[config.mk]
export PLATFORM = sky130hd
export DESIGN_NAME = bpu_ghr_index
export DESIGN_NICKNAME = d
export VERILOG_FILES = /design/src/rtl/bpu_ghr_index.sv
export SDC_FILE = /design/constraint.sdc
export NUM_CORES = 1
export LEC_CHECK = 0
export CORE_ASPECT_RATIO = 1.5
export CORE_UTILIZATION = 55
export CTS_CLUSTER_DIAMETER = 100
export DETAILED_ROUTE_END_ITERATION = 7
export PLACE_DENSITY = 0.79
export SLEW_MARGIN = 10
export SYNTH_ARGS = -nofsm -noshare
export SYNTH_HDL_FRONTEND = slang
export SYNTH_SLANG_ARGS = --single-unit
[constraint.sdc]
create_clock -name clk -period 5 [get_ports clk]
set_input_delay 0.75 -clock clk [delete_from_list [all_inputs] [get_ports clk]]
set_output_delay 0.75 -clock clk [all_outputs]
set_load 0.05 [all_outputs]
[src/rtl/bpu_ghr_index.sv]
// bpu_ghr_index: gshare index generation, speculative/architectural history and checkpoint FIFO for a two-slot PHT
module bpu_ghr_index #(
  parameter int IDX_W = 8,
  parameter int CKPT_DEPTH = 8,
  localparam int PW = $clog2(CKPT_DEPTH),
  localparam int CW = PW + 1
) (
  input  logic                  clk,
  input  logic                  rst,
  input  logic                  fetch_valid,
  input  logic [31:0]           fetch_pc,
  output logic                  fetch_ready,
  output logic [1:0][IDX_W-1:0] index,
  input  logic [1:0]            br_mask,
  input  logic [1:0]            taken_or_not,
  output logic [1:0]            pred_taken,
  input  logic                  res_valid,
  input  logic                  res_taken,
  input  logic                  res_mispredict,
  input  logic                  ext_flush,
  output logic                  update_en,
  output logic [IDX_W-1:0]      index_up,
  output logic                  taken_actual,
  output logic [CW-1:0]         fifo_count
);
  logic [IDX_W-1:0] spec_ghr, arch_ghr, arch_nxt, g1, g2;
  logic [IDX_W-1:0] fifo [CKPT_DEPTH];
  logic [1:0][IDX_W-1:0] s1_idx;
  logic [PW-1:0] head, tail;
  logic [1:0] cnt_slot, n_push;
  logic s1_valid, pop, mis, clear, accept;
  logic unused_pc;
  assign unused_pc = ^{fetch_pc[31:IDX_W+2], fetch_pc[1:0]};
  // slot1 sits at pc+4, i.e. one above slot0 in the word-address field
  assign index[0] = fetch_pc[IDX_W+1:2] ^ spec_ghr;
  assign index[1] = (fetch_pc[IDX_W+1:2] + IDX_W'(1)) ^ spec_ghr;
  assign pred_taken[0] = s1_valid & br_mask[0] & taken_or_not[0];
  assign pred_taken[1] = s1_valid & br_mask[1] & taken_or_not[1] & ~pred_taken[0];
  assign cnt_slot[0] = s1_valid & br_mask[0];
  assign cnt_slot[1] = s1_valid & br_mask[1] & ~pred_taken[0];
  assign n_push = {1'b0, cnt_slot[0]} + {1'b0, cnt_slot[1]};
  assign pop = res_valid & (fifo_count != '0);
  assign mis = pop & res_mispredict;
  assign clear = mis | ext_flush;
  // leave room for the two pushes an in-flight packet may still make
  assign fetch_ready = (({1'b0, fifo_count} + {{(CW-1){1'b0}}, s1_valid, 1'b0}) <= (CW+1)'(CKPT_DEPTH - 2)) & ~clear;
  assign accept = fetch_valid & fetch_ready;
  assign arch_nxt = pop ? {arch_ghr[IDX_W-2:0], res_taken} : arch_ghr;
  assign g1 = cnt_slot[0] ? {spec_ghr[IDX_W-2:0], pred_taken[0]} : spec_ghr;
  assign g2 = cnt_slot[1] ? {g1[IDX_W-2:0], pred_taken[1]} : g1;
  always_ff @(posedge clk) begin
    if (|cnt_slot) fifo[tail] <= cnt_slot[0] ? s1_idx[0] : s1_idx[1];
    if (&cnt_slot) fifo[tail + PW'(1)] <= s1_idx[1];
  end
  always_ff @(posedge clk or negedge rst) begin
    if (!rst) begin
      spec_ghr     <= '0;
      arch_ghr     <= '0;
      s1_valid     <= 1'b0;
      s1_idx       <= '0;
      head         <= '0;
      tail         <= '0;
      fifo_count   <= '0;
      update_en    <= 1'b0;
      index_up     <= '0;
      taken_actual <= 1'b0;
    end else begin
      spec_ghr   <= clear ? arch_nxt : g2;
      arch_ghr   <= arch_nxt;
      s1_valid   <= accept;
      head       <= clear ? '0 : head + PW'(pop);
      tail       <= clear ? '0 : tail + PW'(n_push);
      fifo_count <= clear ? '0 : fifo_count + CW'(n_push) - CW'(pop);
      update_en  <= pop;
      if (accept) s1_idx <= index;
      if (pop) begin
        index_up     <= fifo[head];
        taken_actual <= res_taken;
      end
    end
  end
endmodule

==> reports/metrics.cfg, run 1 <==
[run_status]
status=finished clean

[final_layout]
layoutNonFillerInstCount=685
seq_area_um2=3249
fin_nets=589
drive_gt1_share_pct=24.03
nFillCells=784
multiInputGateArea_um2=2650
final_util_pct=68.41
area_delta_synth_final_pct=19.74
n_antenna_cell=0

[setup_path]
cpMaxStageDelayCell=o21ai_2
endpoint_kind=output pin
cp_max_fo=22
cp_cell_sequence=clkdlybuf4s50_1, nand2_1, o21ai_2, nor2_1, clkdlybuf4s50_1
crit_arrival_ns=2.98
cp-start-kind=primary input
critPathKind=primary input to output pin
critPathMostFrequentCell=clkdlybuf4s50_1
critPathRequiredTime_ns=4.25
crit_path_max_incr_delay_ns=0.80

[die]
die_x_um=88.10
num_rows=46
die_h_um=131.2
core_um2=10710
initial_core_util_pct=57.13
io_pins=76
die_area_um2=11550

[clock_network]
cts-resized-gates=0
postCtsHoldBufs=0
ctsHtreeMaxLevel=4
clock_path_buffers=2
post_cts_buffers=0
cts_tree=yes
path_clk_slew_ns=0.05
cts-root-buf=clkbuf_16
cts.sinks=117
clk_latency_ns=0.42
cts_buffers=17

[placement]
dp_slack_ns=1.155
dp_cells=653
gp_congestion=0.8566
place_hpwl_um=9517
io_buffers=51

[yosys]
synth_fp_nets=540
synth_edf_count=64
syn-cell-area_um2=6116
synth_most_common_cell=edfxtp_1
synth_common_cells=64 x edfxtp_1, 63 x mux2_2, 53 x dfrtp_1, 40 x nor2_1, 34 x a21oi_1
postSynthAreaPerCell_um2=12.77
synth_area_leaders=edfxtp_1 31%, dfrtp_1 22%, mux2_2 12%, mux4_2 5.9%, ha_1 3.3%
synth_top_area_share_pct=31.42
async_flop_share_pct=45.30
yosys_warnings=0
synth_top_area_cell=edfxtp_1
synth-main-ff-cell=edfxtp_1
ys_ff_latch=117
yosysUniqueCellTypes=45
synth-seq-area-share_pct=53.11
syn_inst=479

[timing]
rsz0062_at_grt=false
fin_ws_ns=1.274
fin_skew_ns=0.007516
hold_viol_final=0
setup_viol=0
drv_slew=0
timing.setup.tns_ns=0
min_period_over_period_pct=74.52
min_period_ns=3.726
worstMarginPinSlew_ns=1.089
fmax_mhz=268.4
holdWs_ns=0.4662
relSlewSlack_pct=27.28

[global_route]
grt_pass1_wl_um=22250
grt_max_degree=54
grt_pass1_vias=4222
gr-usage-all-layers_pct=26.40
overflow=0
antenna_found_initial=0

[power_and_ir_drop]
p_int_mw=2.797
pwr-share-seq_pct=35.3
power_frac_clock_pct=26.8
switchingPower_mw=1.670
vdd_drop_max_mv=0.4684
p_leak_nw=2.920
power_density_nw_per_um2=610.0
combinationalPowerShare_pct=37.9
switching_share_pct=37.38

[hold_path]
hold_path.class=primary input to async pin

[detailed_routing]
finalWirelength_um=13860
drc=0
avgRoutedWirePerCell_um=20.24
ant_nets=0
drtPass1Iterations=5
vias=4057
drt-initial-drc-count=278
vias_per_cell=5.923

[flow_run]
maxCapViolCount=0

-- power groups by stage --
| stage | clock, mW | combinational, mW | sequential (mW) |
|---|---|---|---|
| after floorplan | 0 | 1.16 | 1.60 |
| after global placement | 0 | 1.62 | 1.56 |
| after detailed placement | 0 | 1.68 | 1.58 |
| after CTS | 1.21 | 1.70 | 1.57 |
| after global routing | 1.24 | 1.82 | 1.61 |
| final | 1.20 | 1.69 | 1.58 |
-- cells in the final DEF (no fill, tap or decap), types with 2 or more instances in the layout --
| master | instances |
|---|---|
| dfrtp_1 | 52 |
| nand2b_1 | 4 |
| buf_4 | 7 |
| mux2_2 | 63 |
| edfxtp_1 | 64 |
| clkinv_2 | 4 |
| xor2_1 | 14 |
| xnor2_1 | 6 |
| a21oi_1 | 34 |
| and2_1 | 7 |
| nand2_1 | 27 |
| o31ai_1 | 2 |
| o21ai_0 | 13 |
| clkbuf_8 | 4 |
| mux2i_1 | 16 |
| clkdlybuf4s50_1 | 50 |
| clkbuf_1 | 2 |
| a211oi_1 | 5 |
| nor2_1 | 40 |
| nor3_4 | 5 |
| o22ai_1 | 5 |
| o21a_1 | 2 |
| fa_1 | 2 |
| o21bai_1 | 5 |
| nand3_1 | 6 |
| mux4_2 | 16 |
| clkbuf_16 | 20 |
| a221oi_1 | 2 |
| a21o_1 | 7 |
| inv_1 | 22 |
| ha_1 | 16 |
-- state kept, by name, summed over array words and instances (netlist names) --
| name | cells |
|---|---|
| fifo | 64 |
| update_en | 1 |
| spec_ghr | 8 |
| head | 3 |
| fifo_count | 4 |
| tail | 3 |
| s1_valid | 1 |
| s1_idx | 16 |
| arch_ghr | 8 |
| taken_actual | 1 |
| index_up | 8 |
-- layout make-up --
class / count / share of cell area [%]
multi-input combinational: 311 / 36.19
timing repair buffer: 58 / 7.620
clock inverter: 6 / 0.4955
sequential: 117 / 44.37
inverter: 23 / 1.179
tap: 144 / 2.460
clock buffer: 26 / 7.688
-- worst max-delay path: cells and delay by family --
kind | cells | cell delay (ns)
buffers and inverters | 2 | 1.22
AO/OA/AOI/OAI | 1 | 0.80
AND/OR/NAND/NOR | 2 | 0.20
-- through the flow --
step	power [mW]	instance area, µm²
after detailed placement	3.262	6723
after global placement	3.181	6723
after CTS	4.477	7322
final	4.467	7323
after global routing	4.665	7323
after floorplan	2.763	6116
-- worst paths after layout --
check / startpoint / endpoint / slack (ns) / depth (start not counted)
max: res_valid / fetch_ready / 1.27 / 5
min: rst / index_up[7]$_DFFE_PN0N_ / 0.47 / 2
max reg2reg: fifo_count[2]$_DFF_PN0_ / fifo_count[2]$_DFF_PN0_ / 1.72 / 11
min reg2reg: taken_actual$_DFFE_PN0N_ / taken_actual$_DFFE_PN0N_ / 0.47 / 2
max in group asynchronous: rst / head[1]$_DFF_PN0_ / 4.02 / 2
min in group clk: taken_actual$_DFFE_PN0N_ / taken_actual$_DFFE_PN0N_ / 0.47 / 2
-- cells by family after synthesis --
kind of cell             share of synthesized area, %
XOR/XNOR                                        3.396
buffers and inverters                           3.560
AND/OR/NAND/NOR                                 8.286
adder cells (fa/ha/maj)                         3.928
multiplexers                                    20.11
AO/OA/AOI/OAI                                   7.611
flip-flops                                      53.11
-- metal layers --
layer | part of all wire [%] | track usage, %
met1 | 37 | 30.61
met2 | 55 | 46.08
met3 | 5.0 | 5.214
met4 | 3.0 | 11.92
met5 | 0 | 0
Note: power is estimated with default switching activity, not from simulation.
==> inputs of run 2 (changes only) <==
==> constraint.sdc (replaced) <==
create_clock -name clk -period 3.75 [get_ports clk]
set_input_delay 0.5625 -clock clk [delete_from_list [all_inputs] [get_ports clk]]
set_output_delay 0.5625 -clock clk [all_outputs]
set_load 0.05 [all_outputs]
==> reports/metrics.cfg, run 2 (synthesis gave the netlist of run 1 again) <==
[final_layout]
biggestRegsByFlops=fifo x64, s1_idx x16  ; unchanged
nFillCells=776  ; was 784
multiInputGateArea_um2=2650  ; unchanged
final_cell_area_um2=7351  ; was 7323 µm²
largest_register_ffs=64  ; unchanged
fin_nets=597  ; was 589
seq_area_um2=3248  ; was 3249 µm²
layout_commonest_cell=edfxtp_1  ; unchanged
drive_gt1_share_pct=24.77  ; was 24.03%
final_cell_mix=64 x edfxtp_1, 63 x mux2_2, 53 x dfrtp_1, 50 x clkdlybuf4s50_1, 40 x nor2_1  ; was 64 x edfxtp_1, 63 x mux2_2, 52 x dfrtp_1, 50 x clkdlybuf4s50_1, 40 x nor2_1
n_antenna_cell=0  ; unchanged
area_delta_synth_final_pct=20.19  ; was 19.74%
largest-register=fifo  ; unchanged

[power_and_ir_drop]
switchingPower_mw=2.203  ; was 1.670 mW
p_leak_nw=2.931  ; was 2.920 nW
power_density_nw_per_um2=800.1  ; was 610.0 nW/µm²
pwr-share-seq_pct=35.6  ; was 35.3%
switching_share_pct=37.46  ; was 37.38%
p_int_mw=3.678  ; was 2.797 mW
vdd_drop_max_mv=0.5357  ; was 0.4684 mV
combinationalPowerShare_pct=38.3  ; was 37.9%
power_frac_clock_pct=26.1  ; was 26.8%
power_mw=5.881  ; was 4.467 mW

[timing]
relSlewSlack_pct=25.38  ; was 27.28%
timing.setup.tns_ns=0  ; unchanged
rsz0062_at_grt=false  ; unchanged
fin_skew_ns=0.007615  ; was 0.007516 ns
drv_slew=0  ; unchanged
setup_viol=0  ; unchanged
worstMarginPinSlew_ns=1.119  ; was 1.089 ns
min_period_over_period_pct=88.12
hold_viol_final=0  ; unchanged
min_period_ns=3.304
fmax_mhz=302.6

[setup_path]
cp_max_fo=3  ; was 22
cp_cell_sequence=clkdlybuf4s50_1, ha_1, nand3_1, nor2_1, xor2_1, clkdlybuf4s50_1  ; was clkdlybuf4s50_1, nand2_1, o21ai_2, nor2_1, clkdlybuf4s50_1
endpoint_kind=output pin  ; unchanged
cp-startpoint=fetch_pc[3]  ; was res_valid
crit_path_max_incr_delay_ns=0.88  ; was 0.80 ns
rr_startpoint=fifo_count[2]$_DFF_PN0_  ; unchanged
crit_arrival_ns=2.74  ; was 2.98 ns
cp-start-kind=primary input  ; unchanged
cpMaxStageDelayCell=clkdlybuf4s50_1  ; was o21ai_2
critPathRequiredTime_ns=3.19  ; was 4.25 ns
critPathMostFrequentCell=clkdlybuf4s50_1  ; unchanged
critPathKind=primary input to output pin  ; unchanged
r2r_slack_ns=1.00  ; was 1.72 ns

[die]
num_rows=46  ; unchanged
initial_core_util_pct=57.13  ; unchanged
io_pins=76  ; unchanged
die_h_um=131.2  ; unchanged
die_x_um=88.10  ; unchanged
die_area_um2=11550  ; unchanged
core_um2=10710  ; unchanged

[run_status]
status=finished clean  ; unchanged

[placement]
place_hpwl_um=9395  ; was 9517 µm
placed_cell_area_um2=6783  ; was 6723 µm²
io_buffers=51  ; unchanged
gp_congestion=0.8780  ; was 0.8566

[detailed_routing]
ant_nets=0  ; unchanged
drc=0  ; unchanged
avgRoutedWirePerCell_um=18.78  ; was 20.24 µm
finalWirelength_um=13020  ; was 13,860 µm
vias_per_cell=5.846  ; was 5.923
drt-initial-drc-count=325  ; was 278
vias=4051  ; was 4,057
drtPass1Iterations=5  ; unchanged

[global_route]
gr-usage-all-layers_pct=24.92  ; was 26.40%
grt_pass1_vias=4198  ; was 4,222
grt_pass1_wl_um=21330  ; was 22,250 µm
antenna_found_initial=0  ; unchanged
grt_max_degree=43  ; was 54
overflow=0  ; unchanged

[clock_network]
cts_buffers=17  ; unchanged
path_clk_slew_ns=0.05  ; about the same
ctsHtreeMaxLevel=4  ; unchanged
cts-root-buf=clkbuf_16  ; unchanged
cts_tree=yes  ; unchanged
postCtsHoldBufs=0  ; unchanged
cts-resized-gates=0  ; unchanged
clk_latency_ns=0.41  ; was 0.42 ns
post_cts_buffers=0  ; unchanged
clock_path_buffers=2  ; unchanged
cts.sinks=117  ; unchanged

[flow_run]
maxCapViolCount=0  ; unchanged

[hold_path]
hold_path.class=primary input to async pin  ; unchanged

run 2: through the flow:
stage / hold WS (ns) / setup WS (ns) / utilization (%) / std cells
global route: 0.3951 / 0.3508 / 68.67 / 693
detailed placement: 0.4693 / 0.4534 / 63.36 / 661
global placement: 0.4629 / 0.4467 / 63.36 / 661
CTS: 0.3480 / 0.4464 / 68.67 / 693
finish: 0.2870 / 0.4455 / 68.67 / 693
floorplan: 0.2669 / 0.9245 / - / 479
run 2: cell type report:
class / instances / share of cell area, %
clock buffers: 19 / 5.889
clock inverters: 13 / 1.838
inverters: 23 / 1.174
multi-input cells: 311 / 36.05
flip-flops and latches: 117 / 44.19
well taps: 144 / 2.451
repair buffers: 66 / 8.409
run 2: power by group through the flow:
stage          clock, mW  combinational, mW  sequential [mW]
2_1_floorplan          0               1.55             2.14
4_1_cts             1.55               2.27             2.09
3_3_place_gp           0               2.16             2.09
3_5_place_dp           0               2.24             2.11
5_1_grt             1.61               2.42             2.14
6_report            1.54               2.25             2.09
run 2: layer usage:
layer	global-route usage, %	part of all wire (%)	up-vias
met5	0	0	-
met4	9.319	1.8	0
met3	4.774	4.7	23
met2	44.32	56	156
met1	29.10	37	2015
li1	-	-	1857
run 2: critical path, delay by kind of cell:
kind	cells	cell delay [ns]
AND/OR/NAND/NOR	2	0.26
adder cells (fa/ha/maj)	1	0.23
XOR/XNOR	1	0.27
buffers and inverters	2	1.42
run 2: final timing paths:
check | to | depth (start not counted)
max in group asynchronous | arch_ghr[4]$_DFF_PN0_ | 2
min | index_up[7]$_DFFE_PN0N_ | 1
max | index[14] | 6
max reg2reg | fifo_count[2]$_DFF_PN0_ | 12
min in group clk | index_up[2]$_DFFE_PN0N_ | 2
min reg2reg | index_up[2]$_DFFE_PN0N_ | 2
==> inputs of run 3 (changes only) <==
--- a/config.mk
+++ b/config.mk
@@ -5,11 +5,14 @@
 export SDC_FILE = /design/constraint.sdc
 export NUM_CORES = 1
 export LEC_CHECK = 0
+export CAP_MARGIN = 20
+export CELL_PAD_IN_SITES_DETAIL_PLACEMENT = 2
+export CELL_PAD_IN_SITES_GLOBAL_PLACEMENT = 2
 export CORE_ASPECT_RATIO = 1.5
-export CORE_UTILIZATION = 55
+export CORE_UTILIZATION = 38
 export CTS_CLUSTER_DIAMETER = 100
 export DETAILED_ROUTE_END_ITERATION = 7
-export PLACE_DENSITY = 0.79
+export PLACE_DENSITY_LB_ADDON = 0.1
 export SLEW_MARGIN = 10
 export SYNTH_ARGS = -nofsm -noshare
 export SYNTH_HDL_FRONTEND = slang
==> reports/metrics.cfg, run 3 (synthesis gave the netlist of run 1 again) <==
[run_status]
status=finished clean  ; unchanged

[timing]
hold_viol_final=0  ; unchanged
relSlewSlack_pct=36.49  ; was 25.38%
timing.setup.tns_ns=0  ; unchanged
worstMarginPinSlew_ns=0.9496  ; was 1.119 ns
fin_skew_ns=0.009032  ; was 0.007615 ns
min_period_over_period_pct=87.92  ; was 88.12%
setup_viol=0  ; unchanged
min_period_ns=3.297  ; was 3.304 ns
rsz0062_at_grt=false  ; unchanged
fmax_mhz=303.3  ; was 302.6 MHz
fin_ws_ns=0.4531  ; was 0.4455 ns
holdWs_ns=0.2342  ; was 0.2870 ns
drv_slew=0  ; unchanged

[detailed_routing]
avgRoutedWirePerCell_um=22.76  ; was 18.78 µm
drt-initial-drc-count=111  ; was 325
vias=4052  ; was 4,051
ant_nets=0  ; unchanged
finalWirelength_um=17230  ; was 13,020 µm
drtPass1Iterations=4  ; was 5
drc=0  ; unchanged
vias_per_cell=5.353  ; was 5.846

[final_layout]
drive_gt1_share_pct=25.81  ; was 24.77%
fin_nets=602  ; was 597
nFillCells=1603  ; was 776
largest_register_ffs=64  ; unchanged
largest-register=fifo  ; unchanged
area_delta_synth_final_pct=22.77  ; was 20.19%
seq_area_um2=3248  ; unchanged
multiInputGateArea_um2=2650  ; unchanged
layout_commonest_cell=edfxtp_1  ; unchanged
layoutNonFillerInstCount=757  ; was 693
n_antenna_cell=0  ; unchanged
biggestRegsByFlops=fifo x64, s1_idx x16  ; unchanged
final_util_pct=47.84  ; was 68.67%
final_cell_area_um2=7508  ; was 7351 µm²
final_cell_mix=64 x edfxtp_1, 63 x mux2_2, 53 x dfrtp_1, 50 x clkdlybuf4s50_1, 40 x nor2_1  ; unchanged

[clock_network]
clk_latency_ns=0.42  ; was 0.41 ns
ctsHtreeMaxLevel=4  ; unchanged
cts-root-buf=clkbuf_16  ; unchanged
cts_buffers=17  ; unchanged
cts_tree=yes  ; unchanged
cts.sinks=117  ; unchanged
path_clk_slew_ns=0.06  ; was 0.05 ns
post_cts_buffers=0  ; unchanged
clock_path_buffers=2  ; unchanged
postCtsHoldBufs=0  ; unchanged
cts-resized-gates=0  ; unchanged

[global_route]
gr-usage-all-layers_pct=22.39  ; was 24.92%
grt_pass1_vias=4568  ; was 4,198
overflow=0  ; unchanged
antenna_found_initial=0  ; unchanged
grt_max_degree=30  ; was 43
grt_pass1_wl_um=26870  ; was 21,330 µm

[setup_path]
rr_startpoint=tail[0]$_DFF_PN0_  ; was fifo_count[2]$_DFF_PN0_
critPathRequiredTime_ns=3.19  ; about the same
cp_max_fo=3  ; unchanged
cp-startpoint=fetch_pc[2]  ; was fetch_pc[3]
reg2reg_to=fifo[5][6]$_DFFE_PP_  ; was fifo_count[2]$_DFF_PN0_
critPathKind=primary input to output pin  ; unchanged
crit_arrival_ns=2.73  ; was 2.74 ns
r2r_slack_ns=0.95  ; was 1.00 ns
cp-start-kind=primary input  ; unchanged
reg2reg_depth=5  ; was 12
endpoint_kind=output pin  ; unchanged

[die]
die_h_um=157.4  ; was 131.2 µm
io_pins=76  ; unchanged
num_rows=56  ; was 46
initial_core_util_pct=38.97  ; was 57.13%
core_um2=15700  ; was 10,710 µm²
die_area_um2=16620  ; was 11,550 µm²
die_x_um=105.6  ; was 88.10 µm

[power_and_ir_drop]
power_frac_clock_pct=26.4  ; was 26.1%
p_int_mw=3.733  ; was 3.678 mW
p_leak_nw=2.992  ; was 2.931 nW
switchingPower_mw=2.374  ; was 2.203 mW
power_mw=6.107  ; was 5.881 mW
combinationalPowerShare_pct=38.9  ; was 38.3%
switching_share_pct=38.88  ; was 37.46%
power_density_nw_per_um2=813.3  ; was 800.1 nW/µm²
pwr-share-seq_pct=34.7  ; was 35.6%
vdd_drop_max_mv=0.3904  ; was 0.5357 mV

[hold_path]
hold_path.class=primary input to async pin  ; unchanged

[flow_run]
maxCapViolCount=0  ; unchanged

[placement]
place_hpwl_um=12380  ; was 9395 µm
gp_congestion=0.7882  ; was 0.8780
dp_cells=724  ; was 661
dp_slack_ns=0.4210  ; was 0.4534 ns
io_buffers=51  ; unchanged
placed_cell_area_um2=6887  ; was 6783 µm²

[run 3: worst max path at each step]
stage | endpoint | cells past startpoint
after floorplan | index[15] | 2
after global placement | index[14] | 6
after detailed placement | fifo[7][6]$_DFFE_PP_ | 9
after CTS | index[14] | 6
after global routing | fetch_ready | 6
final | index[14] | 6
[run 3: cell type report]
class | instances | share of cell area, %
Timing Repair Buffer | 71 | 8.999
Sequential cell | 117 | 43.26
Clock inverter | 12 | 1.533
Clock buffer | 20 | 6.382
Multi-Input combinational cell | 311 | 35.29
Tap cell | 203 | 3.383
Inverter | 23 | 1.150
[run 3: metal layers]
layer | wire length [µm] | up-vias | part of all wire, % | track usage, %
li1 | - | 1862 | - | -
met1 | 6368 | 2091 | 37 | 23.50
met2 | 10080 | 80 | 58 | 44.58
met3 | 517 | 19 | 3.0 | 4.306
met4 | 264 | 0 | 1.5 | 6.481
met5 | 0 | - | 0 | 0
[run 3: power by group through the flow]
| stage | clock network (mW) | logic, mW | registers, mW |
|---|---|---|---|
| detailed placement | 0 | 2.35 | 2.15 |
| CTS | 1.64 | 2.39 | 2.14 |
| finish | 1.61 | 2.37 | 2.12 |
| floorplan | 0 | 1.55 | 2.14 |
| global route | 1.69 | 2.56 | 2.17 |
| global placement | 0 | 2.26 | 2.12 |
[run 3: critical path, stage by stage]
cell and delay, ns:
clkdlybuf4s50_1 0.54, ha_1 0.23, nand3_1 0.17, nor2_1 0.18
xor2_1 0.23, clkdlybuf4s50_1 0.84
